[src/rtl/join_fork_net.sv]
// Join/fork token network: each input forks to its masked outputs,
// each output fires once every masked input has delivered a token.
module join_fork_net #(
  parameter int                    N_IN      = 4,
  parameter int                    N_OUT     = 4,
  parameter logic [N_OUT*N_IN-1:0] JOIN_MASK = 16'hF731,
  parameter int                    CNT_W     = 8
) (
  input  logic             clk,
  input  logic             rst,
  input  logic [N_IN-1:0]  i_vld,
  output logic [N_IN-1:0]  i_rdy,
  output logic [N_OUT-1:0] o_vld,
  input  logic [N_OUT-1:0] o_rdy,
  output logic [CNT_W-1:0] fire_cnt
);

  localparam int NP = N_OUT * N_IN;

  logic [NP-1:0]    p_q, p_d;
  logic [N_OUT-1:0] o_vld_q, o_vld_d;
  logic [CNT_W-1:0] cnt_q, cnt_d;

  logic [N_OUT-1:0] join_ok;
  logic [N_OUT-1:0] fire;
  logic [N_IN-1:0]  acc;
  logic [CNT_W-1:0] fire_sum;

  always_comb begin
    join_ok  = '0;
    fire     = '0;
    i_rdy    = '1;
    acc      = '0;
    p_d      = '0;
    o_vld_d  = '0;
    fire_sum = '0;

    // An empty mask row never joins, so it never fires.
    for (int j = 0; j < N_OUT; j++) begin
      join_ok[j] = |JOIN_MASK[j*N_IN +: N_IN];
      for (int k = 0; k < N_IN; k++) begin
        if (JOIN_MASK[j*N_IN+k] && !p_q[j*N_IN+k])
          join_ok[j] = 1'b0;
      end
      fire[j] = join_ok[j] & (~o_vld_q[j] | o_rdy[j]);
    end

    // A pending slot frees up in the same cycle its output fires.
    for (int k = 0; k < N_IN; k++) begin
      for (int j = 0; j < N_OUT; j++) begin
        if (JOIN_MASK[j*N_IN+k] && p_q[j*N_IN+k] && !fire[j])
          i_rdy[k] = 1'b0;
      end
    end

    acc = i_vld & i_rdy;

    for (int j = 0; j < N_OUT; j++) begin
      for (int k = 0; k < N_IN; k++) begin
        p_d[j*N_IN+k] = JOIN_MASK[j*N_IN+k]
                      & ((p_q[j*N_IN+k] & ~fire[j]) | acc[k]);
      end
      o_vld_d[j] = fire[j] | (o_vld_q[j] & ~o_rdy[j]);
      fire_sum   = fire_sum + CNT_W'(fire[j]);
    end

    cnt_d = cnt_q + fire_sum;
  end

  always_ff @(posedge clk) begin
    if (rst) begin
      p_q     <= '0;
      o_vld_q <= '0;
      cnt_q   <= '0;
    end else begin
      p_q     <= p_d;
      o_vld_q <= o_vld_d;
      cnt_q   <= cnt_d;
    end
  end

  assign o_vld    = o_vld_q;
  assign fire_cnt = cnt_q;

endmodule

[config.mk]
export PLATFORM = sky130hd
export DESIGN_NAME = join_fork_net
export DESIGN_NICKNAME = d
export VERILOG_FILES = /design/src/rtl/join_fork_net.sv
export SDC_FILE = /design/constraint.sdc
export NUM_CORES = 1
export LEC_CHECK = 0
export BUFFER_PORTS_ARGS = -buffer_cell sky130_fd_sc_hd__buf_2
export CORE_AREA = 3 3 78 43
export DETAILED_ROUTE_END_ITERATION = 8
export DIE_AREA = 0 0 81 46
export GPL_TIMING_DRIVEN = 0
export PLACE_DENSITY_LB_ADDON = 0.25
export SLEW_MARGIN = 5
export SYNTH_ARGS = -nofsm -noshare
export SYNTH_HDL_FRONTEND = slang
export SYNTH_SLANG_ARGS = --single-unit
[constraint.sdc]
create_clock -name clk -period 2.5 [get_ports clk]
set_input_delay 0.5 -clock clk [delete_from_list [all_inputs] [get_ports clk]]
set_output_delay 0.5 -clock clk [all_outputs]
set_load 0.05 [all_outputs]
After elaboration in Yosys (flattened, before gate mapping)
Cells that the tools add are included.
- add/subtract/negate cells: 4
- muxes and demuxes: 20
- bitwise gates (word level): 49
- reductions and logical operators: 14
- operator list (kind ; number):
    1-bit two-way mux ; 20
    1-bit bitwise AND ; 18
    1-bit OR ; 18
    1-bit inverter ; 12
    1-bit logical AND ; 10
    8-bit by 1-bit adder with 8-bit output ; 1
    8-bit adder ; 1
    4-bit bitwise AND ; 1
    1-bit zero test ; 4
    2-bit by 1-bit adder with 3-bit output ; 1
    1-bit by 1-bit adder with 2-bit output ; 1
- bits in registers: 22
- input port bits: 10
- output and inout port bits: 16
- logic and storage cells: 90

Logic depth before layout (Yosys ltp)
- depth in word-level cells: 11
- mapped depth: 11
- mapped depth without buffers: 11

Least setup slack after synthesis
OpenSTA, ideal clock, no wires.
- kind: reg-to-reg
- start: register o_vld_q[0] (netlist: o_vld[0])
- end: register cnt_q[6] (netlist: fire_cnt[6])
- library setup time: 0.128 ns
- arrival: 2.812 ns
- data required time: 2.372 ns
- slack: -0.440 ns
- stages on the path, launching flop included: 12
- path buffers: 0
- period minus slack after synthesis: 2.940 ns
- path through: dfxtp_1 nor2b_1 nor2b_1 ha_1 fa_1 ha_1 inv_1 fa_1 nor2b_1 o2111ai_1 xor2_1 nor2_1
- longest elaborated chain between the ends: 7
- RTL lines (element ; line ; source):
    from (decl) ; 21 ; logic [N_OUT-1:0] o_vld_q, o_vld_d;
    from (signal assigned) ; 77 ; o_vld_q <= o_vld_d;
    1-bit inverter ; 45 ; fire[j] = join_ok[j] & (~o_vld_q[j] | o_rdy[j]);
    1-bit OR ; 45 ;
    1-bit bitwise AND ; 45 ;
    1-bit by 1-bit adder with 2-bit output ; 64 ; fire_sum = fire_sum + CNT_W'(fire[j]);
    2-bit by 1-bit adder with 3-bit output ; 64 ;
    8-bit by 1-bit adder with 8-bit output ; 64 ;
    8-bit adder ; 67 ; cnt_d = cnt_q + fire_sum;
    to (signal assigned) ; 78 ; cnt_q <= cnt_d;
    to (decl) ; 22 ; logic [CNT_W-1:0] cnt_q, cnt_d;
Every way passes these cells.
A chain may end at the register's enable or synchronous reset.

Final worst setup path
- start: register o_vld_q[1] (netlist: o_vld[1])
- end: register cnt_q[6] (netlist: fire_cnt[6])
The elaborated chain is that of the path after synthesis.

==> reports/results.ini <==
[synthesis]
synth_top_cell_area_share=0.4046
synth_fp_nets=137
synth_seq_cells=22
synth_edf_count=0
yosys-top-cells-count=dfxtp_1, a21oi_1, nor2_1
yosysWarnings=0
synth_area_leaders=dfxtp_1, a21oi_1, ha_1
seq_area_frac_synth=0.4046
synth_area_per_cell_um2=9.071
syn-instance-count=120
yosysTopAreaCell=dfxtp_1
synth_cell_types=30
yosys.cell_count.top_type=dfxtp_1
synth_flop_cell=dfxtp_1
syn_area_um2=1089
ys_async_sr_fraction=0

[floorplan]
start_util=0.4131
die_area_um2=3726
die_w_um=81
dieHeight_um=46
rows=13
core-area_um2=2635
io_pins=26

[sta]
period_share=1.031
setup_viol=1
skew_ns=0.006234
finalMaxSlewViolations=0
worstMarginPinSlew_ns=0.5153
fin_ws_ns=-0.07874
relSlewSlack=0.6565
fin_crit_ns=2.579
rsz0062_at_grt=true
finalSetupTns_ns=-0.07874
finalHoldViolations=0
timing.fmax_mhz=387.8

[power]
vdd_drop_max_mv=0.1866
power.total_w=0.0007999
p_per_area_nw_per_um2=590.3
leakage_nw=0.5702

[placement]
hpwl_um=1623
port_buffers=25
placed_cells=182
place_area_um2=1281
gp_congestion=0.7089

[outcome]
status=complete, but fails checks
violations=negative setup slack

[critical_path]
r2r_cells=11
critPathKind=register to register
start_kind=register
crit_path_max_fanout=4
cp.required_ns=2.64
crit_arrival_ns=2.71
endpoint_kind=register

[clock_network]
clockBufferDepth=2
clock-root-buffer=clkbuf_8
clock_latency_ns=0.26
path_clk_slew_ns=0.08
numCtsBuffers=3
clock_sinks=22
htree_num_levels=1
cts_tree=built

[finish]
fin_cells=187
design_area_um2=1355
diodes=0
nets=168
layout-drive-gt1-share=0.3533
area_growth_pct=24.48

[job]
cap_viol_max_count=0

[global_route]
grt_overflow_total=0
antenna_found_initial=0
track_usage=0.1262
grt_max_degree=13
grt_pass1_vias=824
grt_pass1_wl_um=3491

[detailed_routing]
vias=901
wl_um=2090
post_drt_wl_per_cell_um=11.18
drt_first_pass_iters=4
drt_iter0_drc=11
via_per_inst=4.818
drc=0
ant_nets=0

[hold_path]
hold_class=input pin to register
min_delay_path_depth=2

final timing paths:
check,from,to,slack (ns)
worst max register to register,o_vld[1],fire_cnt[6],-0.08
worst min register to register,fire_cnt[7],fire_cnt[7],0.49
worst min-delay path,rst,fire_cnt[0],0.43
worst max-delay path,o_vld[1],fire_cnt[6],-0.08
layout by cell type (no fill, tap or decap), types with 3 or more instances in the layout:
cell / instances
nor2_1: 11
nand2_1: 6
o21ai_1: 6
buf_2: 25
dfxtp_1: 17
nor2b_4: 5
inv_2: 3
inv_1: 8
nor3_1: 3
nor2b_1: 3
nand3_1: 7
ha_1: 4
clkbuf_8: 3
dfxtp_2: 3
xor2_1: 3
a21oi_1: 13
worst max-delay path: stages, from the launching register on:
cell       delay (ns)
dfxtp_4          0.34
nor2b_4          0.13
nor3_2           0.13
ha_1             0.26
fa_1             0.50
ha_2             0.19
inv_2            0.04
fa_2             0.36
nor2b_4          0.15
o2111ai_2        0.12
xor2_1           0.18
nor2_1           0.05
registers in the layout, indices dropped and copies added (netlist names):
name,flops
p_q,10
fire_cnt,8
o_vld,4
logic make-up after synthesis:
logic type,count (synthesis),synth area share
simple gates,45,0.2299
flops,22,0.4046
xor+xnor,3,0.02414
buf+inv,13,0.05287
compound gates,30,0.1943
fa+ha+maj,7,0.09425
layout make-up:
class | count | area, um2
multi-input cells | 85 | 621.8
clock buffers | 3 | 41.29
flip-flops and latches | 22 | 451.7
repair buffers | 26 | 132.6
plain buffers | 2 | 16.27
fillers | 256 | 1280
clock inverters | 1 | 3.754
well taps | 37 | 46.29
inverters | 11 | 41.29
power by group:
part | leakage (nW) | total (W) | switching (W) | internal, W
clock | 0.0231 | 0.000225 | 0.000116 | 0.000110
sequential | 0.183 | 0.000394 | 0.0000211 | 0.000373
combinational | 0.364 | 0.000181 | 0.000122 | 0.0000586
total | 0.570 | 0.000800 | 0.000259 | 0.000541
metrics by stage:
stage	util	worst slack, ns	hold WS (ns)
floorplan	-	-0.06664	0.4680
global placement	0.4862	-0.3019	0.4711
detailed placement	0.4862	-0.3512	0.4865
CTS	0.5128	-0.09764	0.4196
global route	0.5142	-0.2133	0.4202
finish	0.5142	-0.07874	0.4283
timing repair:
item                                    in CTS  in global routing
endpoints found under the setup margin       2                  4
setup buffers                                1                  0
gates resized for setup                      4                  3
hold buffers                                 0                  0
pin swaps                                    3                  0
layer usage:
metal | vias to the layer above | GRT usage | share of wire
met4 | 0 | 0.03030 | 0.0091
met2 | 19 | 0.2170 | 0.43
met1 | 405 | 0.1507 | 0.50
li1 | 475 | - | -
met5 | - | 0 | 0
met3 | 2 | 0.04941 | 0.063
No activity file was read; power rests on OpenSTA's default activity.
